<file path="src/rtl/alu_sequencer_if.sv">
// alu_sequencer_if: command/response bus of alu_sequencer.
// master = command issuer, slave = the sequencer.
`ifndef OP_BITS
`define OP_BITS 4
`endif

interface alu_sequencer_if #(
  parameter int LOG2_NR = 3,
  parameter int OP_BITS = `OP_BITS
);
  logic               cmd_valid;
  logic               cmd_ready;
  logic [2:0]         cmd_kind;
  logic [OP_BITS-1:0] cmd_op;
  logic [LOG2_NR-1:0] cmd_r1;
  logic [LOG2_NR-1:0] cmd_r2;
  logic               cmd_pair;
  logic [15:0]        cmd_imm;
  logic               busy;
  logic               rsp_valid;
  logic [15:0]        rsp_data;

  modport master (
    output cmd_valid, cmd_kind, cmd_op, cmd_r1, cmd_r2, cmd_pair, cmd_imm,
    input  cmd_ready, busy, rsp_valid, rsp_data
  );

  modport slave (
    input  cmd_valid, cmd_kind, cmd_op, cmd_r1, cmd_r2, cmd_pair, cmd_imm,
    output cmd_ready, busy, rsp_valid, rsp_data
  );
endinterface

</file>
<file path="src/rtl/alu_sequencer.sv">
// alu_sequencer: command-level controller in front of the 2-bit-serial ALU.
// Latches one decoded command per handshake and holds every ALU control
// input stable for the command's duration; serialises the immediate onto
// data_in2. Back-to-back commands are accepted on the op_done cycle.
// Optional feature macro: ALU_SEQ_CAPTURE_EN (deserialise READ results
// from alu_data_out into rsp_data / rsp_valid).
`ifndef OP_BITS
`define OP_BITS 4
`endif
`ifndef OP_ADD
`define OP_ADD 0
`endif
`ifndef OP_ADC
`define OP_ADC 1
`endif
`ifndef OP_SUB
`define OP_SUB 2
`endif
`ifndef OP_SBC
`define OP_SBC 3
`endif
`ifndef OP_MOV
`define OP_MOV 7
`endif

module alu_sequencer #(
  parameter  int LOG2_NR = 3,
  parameter  int OP_BITS = `OP_BITS,
  localparam int RC      = $clog2(16/2)
) (
  input  logic               clk,
  input  logic               reset,
  alu_sequencer_if.slave     cmd,
  output logic               alu_op_valid,
  output logic [OP_BITS-1:0] alu_operation,
  output logic               alu_external_arg1,
  output logic               alu_external_arg2,
  output logic               alu_pair_op,
  output logic               alu_pair_op2,
  output logic               alu_sext2,
  output logic               alu_arg2_limit_length,
  output logic [LOG2_NR-1:0] alu_reg1,
  output logic [LOG2_NR-1:0] alu_reg2,
  output logic               alu_update_reg1,
  output logic               alu_reverse_args,
  output logic               alu_double_arg2,
  output logic               alu_output_scan_out,
  output logic               alu_update_carry_flags,
  output logic               alu_update_other_flags,
  output logic               alu_rotate,
  output logic               alu_do_shr,
  output logic [RC-1:0]      alu_rotate_count,
  output logic               alu_do_swap_reg,
  output logic               alu_do_swap_mem,
  output logic [1:0]         alu_data_in2,
  output logic [1:0]         alu_data_in1,
  input  logic               alu_op_done,
  input  logic [1:0]         alu_data_out
);

  localparam logic [OP_BITS-1:0] OP_ADD_C = OP_BITS'(`OP_ADD);
  localparam logic [OP_BITS-1:0] OP_ADC_C = OP_BITS'(`OP_ADC);
  localparam logic [OP_BITS-1:0] OP_SUB_C = OP_BITS'(`OP_SUB);
  localparam logic [OP_BITS-1:0] OP_SBC_C = OP_BITS'(`OP_SBC);
  localparam logic [OP_BITS-1:0] OP_MOV_C = OP_BITS'(`OP_MOV);

  typedef enum logic {IDLE, RUN} state_t;
  typedef enum logic [2:0] {
    K_RR, K_RI, K_RR_NOWB, K_RI_NOWB, K_ROT, K_SHR, K_SWAP, K_READ
  } kind_t;

  typedef struct packed {
    logic               op_valid;
    logic [OP_BITS-1:0] operation;
    logic               ext2;
    logic               pair;
    logic [LOG2_NR-1:0] reg1;
    logic [LOG2_NR-1:0] reg2;
    logic               upd1;
    logic               carry;
    logic               other;
    logic               rotate;
    logic               shr;
    logic [RC-1:0]      rc;
    logic               swap;
    logic               scan;
  } ctl_t;

  state_t      state;
  ctl_t        ctl_q;
  ctl_t        ctl_d;
  logic [15:0] imm_sr;
  logic        accept;
  kind_t       kind;

  assign kind      = kind_t'(cmd.cmd_kind);
  assign cmd.cmd_ready = (state == IDLE) || alu_op_done;
  assign accept    = cmd.cmd_valid && cmd.cmd_ready;
  assign cmd.busy  = (state == RUN);

  // Decode the offered command into the full ALU control word.
  always_comb begin
    ctl_d          = '0;
    ctl_d.op_valid = 1'b1;
    ctl_d.pair     = cmd.cmd_pair;
    ctl_d.reg1     = cmd.cmd_r1;
    ctl_d.reg2     = cmd.cmd_r2;
    unique case (kind)
      K_RR, K_RI, K_RR_NOWB, K_RI_NOWB: begin
        ctl_d.operation = cmd.cmd_op;
        ctl_d.other     = 1'b1;
        ctl_d.carry     = (cmd.cmd_op == OP_ADD_C) || (cmd.cmd_op == OP_SUB_C) ||
                          (cmd.cmd_op == OP_ADC_C) || (cmd.cmd_op == OP_SBC_C);
        ctl_d.upd1      = (kind == K_RR) || (kind == K_RI);
        ctl_d.ext2      = (kind == K_RI) || (kind == K_RI_NOWB);
      end
      K_ROT, K_SHR: begin
        ctl_d.rotate = 1'b1;
        ctl_d.shr    = (kind == K_SHR);
        ctl_d.rc     = cmd.cmd_imm[RC-1:0];
      end
      K_SWAP: begin
        ctl_d.operation = OP_MOV_C;
        ctl_d.swap      = 1'b1;
        ctl_d.upd1      = 1'b1;
      end
      K_READ: begin
        ctl_d.scan = 1'b1;
      end
    endcase
  end

  // Command FSM: latch decoded controls on accept, clear them on return to IDLE.
  always_ff @(posedge clk) begin
    if (reset) begin
      state  <= IDLE;
      ctl_q  <= '0;
      imm_sr <= '0;
    end else begin
      if (state == RUN) imm_sr <= {2'b00, imm_sr[15:2]};
      if (accept) begin
        state  <= RUN;
        ctl_q  <= ctl_d;
        imm_sr <= cmd.cmd_imm;
      end else if (state == RUN && alu_op_done) begin
        state <= IDLE;
        ctl_q <= '0;
      end
    end
  end

  assign alu_op_valid           = ctl_q.op_valid;
  assign alu_operation          = ctl_q.operation;
  assign alu_external_arg2      = ctl_q.ext2;
  assign alu_pair_op            = ctl_q.pair;
  assign alu_pair_op2           = ctl_q.pair;
  assign alu_reg1               = ctl_q.reg1;
  assign alu_reg2               = ctl_q.reg2;
  assign alu_update_reg1        = ctl_q.upd1;
  assign alu_update_carry_flags = ctl_q.carry;
  assign alu_update_other_flags = ctl_q.other;
  assign alu_rotate             = ctl_q.rotate;
  assign alu_do_shr             = ctl_q.shr;
  assign alu_rotate_count       = ctl_q.rc;
  assign alu_do_swap_reg        = ctl_q.swap;
  assign alu_output_scan_out    = ctl_q.scan;
  assign alu_data_in2           = (state == RUN) ? imm_sr[1:0] : 2'b00;
  assign alu_external_arg1      = 1'b0;
  assign alu_data_in1           = 2'b00;
  assign alu_sext2              = 1'b0;
  assign alu_arg2_limit_length  = 1'b0;
  assign alu_reverse_args       = 1'b0;
  assign alu_double_arg2        = 1'b0;
  assign alu_do_swap_mem        = 1'b0;

`ifdef ALU_SEQ_CAPTURE_EN
  logic [15:0] cap;
  logic [15:0] cap_next;
  logic        rsp_valid_q;
  logic [15:0] rsp_data_q;

  assign cap_next = {alu_data_out, cap[15:2]};

  // Shift the scanned-out register in two bits per cycle; publish at op_done.
  // A single byte ends up in cap_next[15:8] after its four shifts.
  always_ff @(posedge clk) begin
    if (reset) begin
      cap         <= '0;
      rsp_valid_q <= 1'b0;
      rsp_data_q  <= '0;
    end else begin
      rsp_valid_q <= 1'b0;
      if (state == RUN && ctl_q.scan) begin
        cap <= cap_next;
        if (alu_op_done) begin
          rsp_valid_q <= 1'b1;
          rsp_data_q  <= ctl_q.pair ? cap_next : {8'h00, cap_next[15:8]};
        end
      end
    end
  end

  assign cmd.rsp_valid = rsp_valid_q;
  assign cmd.rsp_data  = rsp_data_q;
`else
  logic unused_data_out;
  assign unused_data_out = ^alu_data_out;
  assign cmd.rsp_valid   = 1'b0;
  assign cmd.rsp_data    = '0;
`endif

endmodule
</file>
<file path="src/flat_wrapper.sv">
// flat-port wrapper written by rule: the top's interface ports become plain ports
module alu_sequencer_flat 
#(
  parameter  int LOG2_NR = 3,
  parameter  int OP_BITS = `OP_BITS,
  localparam int RC      = $clog2(16/2)
)
  (clk, reset, alu_op_valid, alu_operation, alu_external_arg1, alu_external_arg2, alu_pair_op, alu_pair_op2, alu_sext2, alu_arg2_limit_length, alu_reg1, alu_reg2, alu_update_reg1, alu_reverse_args, alu_double_arg2, alu_output_scan_out, alu_update_carry_flags, alu_update_other_flags, alu_rotate, alu_do_shr, alu_rotate_count, alu_do_swap_reg, alu_do_swap_mem, alu_data_in2, alu_data_in1, alu_op_done, alu_data_out, cmd_cmd_valid, cmd_cmd_kind, cmd_cmd_op, cmd_cmd_r1, cmd_cmd_r2, cmd_cmd_pair, cmd_cmd_imm, cmd_cmd_ready, cmd_busy, cmd_rsp_valid, cmd_rsp_data);
  alu_sequencer_if #(.LOG2_NR(LOG2_NR), .OP_BITS(OP_BITS)) cmd_i ();
  input  logic clk;
  input  logic reset;
  output logic alu_op_valid;
  output logic [OP_BITS-1:0] alu_operation;
  output logic alu_external_arg1;
  output logic alu_external_arg2;
  output logic alu_pair_op;
  output logic alu_pair_op2;
  output logic alu_sext2;
  output logic alu_arg2_limit_length;
  output logic [LOG2_NR-1:0] alu_reg1;
  output logic [LOG2_NR-1:0] alu_reg2;
  output logic alu_update_reg1;
  output logic alu_reverse_args;
  output logic alu_double_arg2;
  output logic alu_output_scan_out;
  output logic alu_update_carry_flags;
  output logic alu_update_other_flags;
  output logic alu_rotate;
  output logic alu_do_shr;
  output logic [RC-1:0] alu_rotate_count;
  output logic alu_do_swap_reg;
  output logic alu_do_swap_mem;
  output logic [1:0] alu_data_in2;
  output logic [1:0] alu_data_in1;
  input  logic alu_op_done;
  input  logic [1:0] alu_data_out;
  input wire logic [$bits(cmd_i.cmd_valid)-1:0] cmd_cmd_valid;
  input wire logic [$bits(cmd_i.cmd_kind)-1:0] cmd_cmd_kind;
  input wire logic [$bits(cmd_i.cmd_op)-1:0] cmd_cmd_op;
  input wire logic [$bits(cmd_i.cmd_r1)-1:0] cmd_cmd_r1;
  input wire logic [$bits(cmd_i.cmd_r2)-1:0] cmd_cmd_r2;
  input wire logic [$bits(cmd_i.cmd_pair)-1:0] cmd_cmd_pair;
  input wire logic [$bits(cmd_i.cmd_imm)-1:0] cmd_cmd_imm;
  output wire logic [$bits(cmd_i.cmd_ready)-1:0] cmd_cmd_ready;
  output wire logic [$bits(cmd_i.busy)-1:0] cmd_busy;
  output wire logic [$bits(cmd_i.rsp_valid)-1:0] cmd_rsp_valid;
  output wire logic [$bits(cmd_i.rsp_data)-1:0] cmd_rsp_data;
  assign cmd_i.cmd_valid = cmd_cmd_valid;
  assign cmd_i.cmd_kind = cmd_cmd_kind;
  assign cmd_i.cmd_op = cmd_cmd_op;
  assign cmd_i.cmd_r1 = cmd_cmd_r1;
  assign cmd_i.cmd_r2 = cmd_cmd_r2;
  assign cmd_i.cmd_pair = cmd_cmd_pair;
  assign cmd_i.cmd_imm = cmd_cmd_imm;
  assign cmd_cmd_ready = cmd_i.cmd_ready;
  assign cmd_busy = cmd_i.busy;
  assign cmd_rsp_valid = cmd_i.rsp_valid;
  assign cmd_rsp_data = cmd_i.rsp_data;
  alu_sequencer #(.LOG2_NR(LOG2_NR), .OP_BITS(OP_BITS)) u_core (.clk(clk), .reset(reset), .cmd(cmd_i), .alu_op_valid(alu_op_valid), .alu_operation(alu_operation), .alu_external_arg1(alu_external_arg1), .alu_external_arg2(alu_external_arg2), .alu_pair_op(alu_pair_op), .alu_pair_op2(alu_pair_op2), .alu_sext2(alu_sext2), .alu_arg2_limit_length(alu_arg2_limit_length), .alu_reg1(alu_reg1), .alu_reg2(alu_reg2), .alu_update_reg1(alu_update_reg1), .alu_reverse_args(alu_reverse_args), .alu_double_arg2(alu_double_arg2), .alu_output_scan_out(alu_output_scan_out), .alu_update_carry_flags(alu_update_carry_flags), .alu_update_other_flags(alu_update_other_flags), .alu_rotate(alu_rotate), .alu_do_shr(alu_do_shr), .alu_rotate_count(alu_rotate_count), .alu_do_swap_reg(alu_do_swap_reg), .alu_do_swap_mem(alu_do_swap_mem), .alu_data_in2(alu_data_in2), .alu_data_in1(alu_data_in1), .alu_op_done(alu_op_done), .alu_data_out(alu_data_out));
endmodule
</file>
<file path="config.mk">
export PLATFORM = sky130hd
export DESIGN_NAME = alu_sequencer_flat
export DESIGN_NICKNAME = d
export VERILOG_FILES = /design/src/rtl/alu_sequencer_if.sv /design/src/rtl/alu_sequencer.sv /design/src/flat_wrapper.sv
export SDC_FILE = /design/constraint.sdc
export NUM_CORES = 1
export LEC_CHECK = 0
export ABC_AREA = 1
export CAP_MARGIN = 0
export CORE_MARGIN = 2
export CORE_UTILIZATION = 46
export DETAILED_ROUTE_END_ITERATION = 10
export GPL_TIMING_DRIVEN = 1
export PLACE_DENSITY = 0.85
export SLEW_MARGIN = 5
export SYNTH_ARGS = -nofsm -noshare
export SYNTH_HDL_FRONTEND = slang
export SYNTH_SLANG_ARGS = --single-unit
</file>
<file path="constraint.sdc">
create_clock -name clk -period 2.2 [get_ports clk]
set_input_delay 0.33 -clock clk [delete_from_list [all_inputs] [get_ports clk]]
set_output_delay 0.33 -clock clk [all_outputs]
set_load 0.01 [all_outputs]
</file>
=== Word-level counts from Yosys, hierarchy flattened ===
Cells that the tools add are included.

* Register bits: 40
* Output and inout port bits: 53
* Bits of input ports: 36
* Logic and storage cells: 55

* Mux-type cells: 14
* Reduce and logical (&&, ||, !) cells: 14
* Equality and inequality tests: 10
* Bitwise logic cells: 1

{| class="wikitable"
|+ Operators by type and width
! cell !! number
|-
| two-way mux 23 bit || 2
|-
| two-way mux 16 bit || 2
|-
| equality test 3 bit (second input constant) || 4
|-
| equality test 4 x 2 -> 1 bit (second input constant) || 2
|-
| one-hot mux 4 bit (2 select lines) || 1
|-
| equality test 3 x 2 -> 1 bit (second input constant) || 2
|-
| logical OR 1 bit || 6
|-
| two-way mux 1 bit || 5
|-
| two-way mux 5 bit || 1
|-
| equality test 4 x 1 -> 1 bit (second input constant) || 1
|-
| zero test 4 bit || 1
|-
| two-way mux 2 bit || 2
|-
| nonzero test 2 bit || 2
|-
| OR reduction 4 bit || 1
|-
| equality test 3 x 1 -> 1 bit (second input constant) || 1
|-
| zero test 3 bit || 1
|-
| logical AND 1 bit || 2
|-
| one-hot mux 1 bit (2 select lines) || 1
|-
| OR reduction 2 bit || 1
|-
| NOT 1 bit || 1
|}

=== Longest topological paths before layout ===
Gate-level depths: netlist (run 1).

* Word-level depth: 6
* Mapped depth: 8
* Depth with buffers taken out: 7

=== Least setup slack after synthesis (run 1) ===
Ideal clock, no wire load.

* Kind: register to output
* Start point: register u_core.alu_op_valid (netlist name)
* End point: output cmd_cmd_ready
* Stages on the path, launching flop included: 5
* Data arrival time: 0.911 ns
* Buffers on the path: 3
* Setup slack: 0.959 ns
* Required time: 1.870 ns
* Cells stage by stage: dfxtp_1 buf_6 nand2_8 buf_6 buf_8

{| class="wikitable"
|+ RTL lines
! item !! RTL line !! text
|-
| end, declared || flat_wrapper.sv:44 || <nowiki>output wire logic [$bits(cmd_i.cmd_ready)-1:0] cmd_cmd_ready;</nowiki>
|}

=== Worst setup path after layout (run 1) ===
* Start point: input alu_op_done
* End point: output cmd_cmd_ready

* Word-level cells in the longest chain between the ends: 1

{| class="wikitable"
|+ Ends and longest elaborated chain
! item !! RTL line !! text
|-
| start, declared || flat_wrapper.sv:35 || <nowiki>input logic alu_op_done;</nowiki>
|-
| logical OR 1 bit || alu_sequencer.sv:97 || <nowiki>assign cmd.cmd_ready = (state == IDLE) || alu_op_done;</nowiki>
|}

Every way passes these cells.

==> run metrics, run 1 <==
outcome=complete, no violations; Mapped Cells=305; PwrDens=621 nW/um2; CTS max path bufs=2; CP top delay family=buffers and inverters; Worst-path clk slew=approximately 0.08 ns; Final ANT Viol Nets=0; crit path max fanout=10; syn avg cell area=6.94 um2; main combinational cell family by area after synthesis=simple AND/OR/NAND/NOR gates; Final Hold Vio Count=0; Pwr Total=roughly 1700 uW; slowest stage cell, crit path=clkdlybuf4s50_1; worst-path cell chain=clkdlybuf4s50_1, inv_1, nand2_8, clkdlybuf4s50_1; Max Clk Rate=approximately 530 MHz; reg2reg end=u_core.alu_update_carry_flags$_SDFFE_PP0P_; crit path launch=alu_op_done; RSZ-0062 raised after global routing=false; synth unique cells=22; max reg flops=16; synthesis-to-finish area growth=28.2%; Boundary Pins=89; Post-Synth Simple-Gate Area=roughly a third; Die ar.=5160 um2; CP endpoint kind=output port; CP Launch Type=input pin; Finished Core Util=61.9%; largest net degree at the start of global routing=26; largest cells by area after synthesis=dfxtp_1 (37%), nand2_1 (20%), buf_4 (11%), inv_1 (6.7%), nand3_1 (5.7%); H-tree levels=2; crit path capture=cmd_cmd_ready; ratio of cells with drive above 1 in the final layout=8.61%; Clock Latency Late Sink=0.29 ns; Finish-stage setup viols=0; Compound-Gate Fraction of Synth Area=7.15%; total of max-cap violations=0; mux cell area share after synthesis=0%; crit path buf inv count=3; vias in the first global route=about 1700; Main synth FF type=dfxtp_1; Die Ht=71.8 um; ANT cells=0; post-synthesis sequential area ratio=36.9%; max incr delay on CP=0.56 ns; Worst R2R Start=u_core.alu_op_valid$_SDFFE_PP0P_; Final Skew=~0.0041 ns; total grt overflow=0; initial core utilization=48.3%; adder-cell area share of the yosys netlist=0%; Hold Path Class=register to register; CTS tree=built; clock sinks=39; Overall Global Routing Usage=a little under a fifth; Worst path most repeated cell=clkdlybuf4s50_1; antenna violations before repair=0; die width=71.8 um; Gates resized, CTS repair=0; R2R setup slack=about 0.8 ns; post-cts hold buffer count=0; nets=slightly below 400; most frequent cells in the layout=nand2_1 (114), clkdlybuf4s50_1 (61), dfxtp_1 (39); CP arrival=1.54 ns; r2r worst-path depth=6; CP Class=input pin to output port; fin crit share=85.2%; Port Buffer Count=61; setup TNS=0 ns; Slew Limit Fails=0; final wirelength=4460 um; Post-Synthesis Cell Area=2120 um2; vias=1868; number of synthesized flops with an enable pin=0; gpl congestion=0.762; Worst VDD drop=0.000413 V; DRT iter0 DRCs=148; CTS root buf=clkbuf_8; Fillers=425; DR WL/cell=between 10 and 15 um; # DRC=0; asr flop ratio synth=0%; first-pass GRT wire length=between 7000 and 8000 um; top-area cell type share of the netlist area=36.9%; Top reg by flops=u_core.imm_sr; Setup Buffers After CTS=0; CTS buffer count=5; DR pass1 iterations=5; Leak=roughly 0.0014 uW; Avg Vias per Cell=4.53; Core ar.=about 4400 um2; Worst EP required=1.87 ns; Synth Warn #=0; DPL Wire Length=3180 um; biggest area consumer among synthesized cells=dfxtp_1; Tmin final=~1.9 ns; xor/xnor share of the synthesized area=0%; WP depth=4; FF+latch count, synth=39; placement row count=24; commonest non-fill, non-tap cell in the layout=nand2_1
-- worst reg2reg max path, stage by stage, from the launching register on --
cell,delay [ns]
dfxtp_1,0.32
buf_4,0.19
nand2_8,0.13
nand2_4,0.14
inv_2,0.32
nand2_1,0.12
a21oi_1,0.14
-- through the flow --
step	std cells	hold slack, ns	instance area, um2	setup slack (ns)
3_5_place_dp	404	0.456	2600	0.215
5_1_grt	412	0.484	2710	0.244
2_1_floorplan	329	0.445	2210	0.959
4_1_cts	412	0.468	2710	0.316
6_report	412	0.464	2710	0.325
3_3_place_gp	404	0.447	2600	0.254
-- synth_stat cells, types with 2 or more instances --
library cell / instances
a21oi_1: 18
a21oi_2: 7
buf_2: 4
buf_4: 31
buf_6: 4
clkbuf_1: 2
dfxtp_1: 39
inv_1: 38
inv_2: 2
nand2_1: 114
nand2_4: 2
nand3_1: 24
nand3_2: 5
nand4_1: 3
nor2_1: 5
-- worst min path at each step --
stage,from,to,depth (start not counted)
floorplan,u_core.imm_sr[14]$_SDFFE_PP0P_,u_core.imm_sr[14]$_SDFFE_PP0P_,2
global placement,u_core.alu_rotate$_SDFFE_PP0P_,u_core.alu_rotate$_SDFFE_PP0P_,2
detailed placement,u_core.alu_reg2[2]$_SDFFE_PP0P_,u_core.alu_reg2[2]$_SDFFE_PP0P_,2
CTS,u_core.alu_reg2[2]$_SDFFE_PP0P_,u_core.alu_reg2[2]$_SDFFE_PP0P_,2
global route,u_core.alu_rotate$_SDFFE_PP0P_,u_core.alu_rotate$_SDFFE_PP0P_,2
finish,u_core.alu_reg2[2]$_SDFFE_PP0P_,u_core.alu_reg2[2]$_SDFFE_PP0P_,2
-- final cells by class --
class | instances | area [um2] | area share, %
clock buffer | 6 | 82.6 | 3.04
tap | 52 | 65.1 | 2.40
timing repair buffer | 66 | 648 | 23.9
multi-input combinational | 206 | 948 | 34.9
sequential | 39 | 781 | 28.8
clock inverter | 2 | 35.0 | 1.29
inverter | 41 | 154 | 5.67
-- routing by layer --
| layer | part of all wire [%] | vias to the layer above | track usage, % |
|---|---|---|---|
| met2 | 48 | 59 | 30.2 |
| met3 | 9.0 | 5 | 7.31 |
| met5 | 0 | - | 0 |
| met1 | 42 | 827 | 21.0 |
| met4 | 1.0 | 0 | 5.66 |
| li1 | - | 977 | - |
-- power breakdown --
group	total [uW]	internal (uW)	switching (uW)
sequential	760	742	18.1
combinational	310	143	167
clock	617	367	250
total	1690	1250	435
-- cells by family (layout without fill, tap and decap cells) --
logic type | after synthesis | after routing
and+or+nand+nor | 156 | 156
buffers and inverters | 84 | 115
other | 1 | 25
DFF | 39 | 39
AOI/OAI and AO/OA | 25 | 25
Power figures use the tool's default switching activity.
==> run 2: changes to the inputs <==
ABC_AREA = 0   (was 1)
CORE_UTILIZATION = 45   (was 46)
PLACE_DENSITY = 0.84   (was 0.85)
==> run 2 against run 1 <==
Global-route usage down 0.76 points. Register-to-register slack lost 0.17 ns. Via count down 7.9%. Sequential power increased by 3.0%. Synthesized cell count is 29% lower. Clock skew increased by 0.0010 ns.
==> run metrics, run 2 <==
Gates resized, CTS repair=0; Tmin final=1.96 ns; Core ar.=4380 um2; asr flop ratio synth=0%; RSZ-0062 raised after global routing=false; H-tree levels=2; Die ar.=around 5100 um2; DRT iter0 DRCs=100; gpl congestion=approximately 0.76; total grt overflow=0; commonest non-fill, non-tap cell in the layout=clkdlybuf4s50_1; Worst VDD drop=0.000352 V; vias in the first global route=1539; count leader, synth=dfxtp_1; post-synthesis sequential area ratio=38.0%; synthesis-to-finish area growth=30.3%; Mapped Cells=about 220; nets=311; most frequent cells in the layout=clkdlybuf4s50_1 (61), dfxtp_1 (39), nor2_1 (35); largest net degree at the start of global routing=35; Synth Warn #=0; CTS buffer count=5; final hold slack=0.467 ns; CP endpoint kind=output port; Worst-path clk slew=0.07 ns; Worst R2R Start=u_core.alu_op_valid$_SDFFE_PP0P_; ANT cells=0; R2R setup slack=0.61 ns; post-cts hold buffer count=0; Overall Global Routing Usage=17.3%; max reg flops=16; Setup Buffers After CTS=0; total of max-cap violations=0; Hold Path Stages=2; Slew Limit Fails=0; CTS tree=built; CP Class=register to output port; reg2reg end=u_core.imm_sr[11]$_SDFFE_PP0P_; CTS root buf=clkbuf_8; fin crit share=88.9%; Avg Vias per Cell=5.24; clock sinks=39; crit path max fanout=9; outcome=complete, no violations; Main synth FF type=dfxtp_1; Leak=0.00107 uW; CTS max path bufs=2; Worst EP required=around 1.9 ns; Worst-Margin Slew=0.518 ns; Finish-stage setup viols=0; setup TNS=0 ns; routing usage on met1=21.5%; DR pass1 iterations=4; placement row count=24; antenna violations before repair=0; PwrDens=624 nW/um2; number of synthesized flops with an enable pin=0; Clock Latency Late Sink=0.28 ns; # DRC=0; met2 usage=28.4%; Port Buffer Count=61; Hold Path End=u_core.alu_rotate$_SDFFE_PP0P_; met3 Track Usage GR=5.91%; FF+latch count, synth=39; DR WL/cell=about 13 um; final wirelength=4420 um; ratio of cells with drive above 1 in the final layout=15.6%; initial core utilization=46.8%; biggest area consumer among synthesized cells=dfxtp_1; Final Hold Vio Count=0; Final ANT Viol Nets=0; Final Skew=0.00517 ns; Max Clk Rate=roughly 510 MHz; first-pass GRT wire length=7020 um; top-area cell type share of the netlist area=38.0%; Top reg by flops=u_core.imm_sr; synth unique cells=32; largest cells by area after synthesis=dfxtp_1 (38%), buf_4 (11%), mux2_2 (8.8%), nor2_1 (6.4%), mux2_4 (5.9%); hold_sp=u_core.alu_rotate$_SDFFE_PP0P_; Synth top cells by count=dfxtp_1 (39), nor2_1 (35), buf_4 (30), mux2_2 (16); Boundary Pins=89; busiest grt layer=met2; Slew headroom=65.4%; r2r worst-path depth=4; vias=1720; CP arrival=1.63 ns; CP Launch Type=register; Die Ht=~70 um; syn avg cell area=9.41 um2; DPL Wire Length=3050 um; die width=71.5 um; Hold Path Class=register to register; pre-CTS WS=0.209 ns; Final Worst Setup Slack=0.244 ns; Post-Synthesis Cell Area=around 2100 um2
==> run 2: cell count changes in the layout (fill, tap and decap cells not counted), sizes merged, moves of 14 or more <==
cell	before	now
mux2	0	24
nand3	29	3
a21oi	25	2
o22ai	0	14
nor2	6	36
inv	40	1
nand2	117	4
==> run 2: routing by layer <==
metal  vias to the layer above  routed length (um)  share of wire, %
li1                        848                   -                 -
met1                       802                1870                42
met2                        65                2210                50
met3                         5                 303               6.8
met4                         0                  41              0.93
met5                         -                   0                 0
==> run 2: power by group <==
group / internal [uW] / switching [uW] / total, uW
sequential: 754 / 29.0 / 783
clock: 286 / 231 / 516
combinational: 203 / 166 / 369
==> run 2: worst max path at each step <==
stage | depth (start not counted) | slack [ns] | to | start
2_1_floorplan | 3 | 0.80 | alu_data_in2[0] | u_core.alu_op_valid$_SDFFE_PP0P_
3_3_place_gp | 5 | 0.24 | u_core.alu_operation[1]$_SDFFE_PP0P_ | cmd_cmd_valid
3_5_place_dp | 5 | 0.21 | u_core.alu_operation[1]$_SDFFE_PP0P_ | cmd_cmd_valid
4_1_cts | 3 | 0.22 | cmd_cmd_ready | u_core.alu_op_valid$_SDFFE_PP0P_
6_report | 3 | 0.24 | cmd_cmd_ready | u_core.alu_op_valid$_SDFFE_PP0P_
5_1_grt | 3 | 0.14 | cmd_cmd_ready | u_core.alu_op_valid$_SDFFE_PP0P_
==> run 2: cell type report <==
cell class,instances,area [um2]
fillers,381,1710
well taps,52,65.1
repair buffers,69,683
clock buffers,8,100
flip-flops and latches,39,781
inverters,2,7.51
multi-input cells,158,1040
==> run 2: per-stage QoR <==
| stage | std cells | utilization [%] | area [um2] | power [uW] |
|---|---|---|---|---|
| global placement | 320 | 58.7 | 2570 | 1160 |
| floorplan | 242 | - | 2140 | 1050 |
| CTS | 328 | 61.0 | 2670 | 1690 |
| detailed placement | 320 | 58.7 | 2570 | 1170 |
| global route | 328 | 61.0 | 2670 | 1750 |
| finish | 328 | 61.0 | 2670 | 1670 |
==> run 2: kinds of logic (layout without fill, tap and decap cells) <==
group,Yosys count,in the layout,share of synthesized area (%)
simple gates,68,68,15.7
other cells,1,25,0.183
buf+inv,45,79,15.8
flops,39,39,38.0
compound gates,40,40,14.9
mux,25,25,15.3
==> run 2: worst max-delay path: stages (launching register included) <==
cell             delay [ns]
dfxtp_1                0.55
nor2b_1                0.23
inv_1                  0.09
clkdlybuf4s50_1        0.48
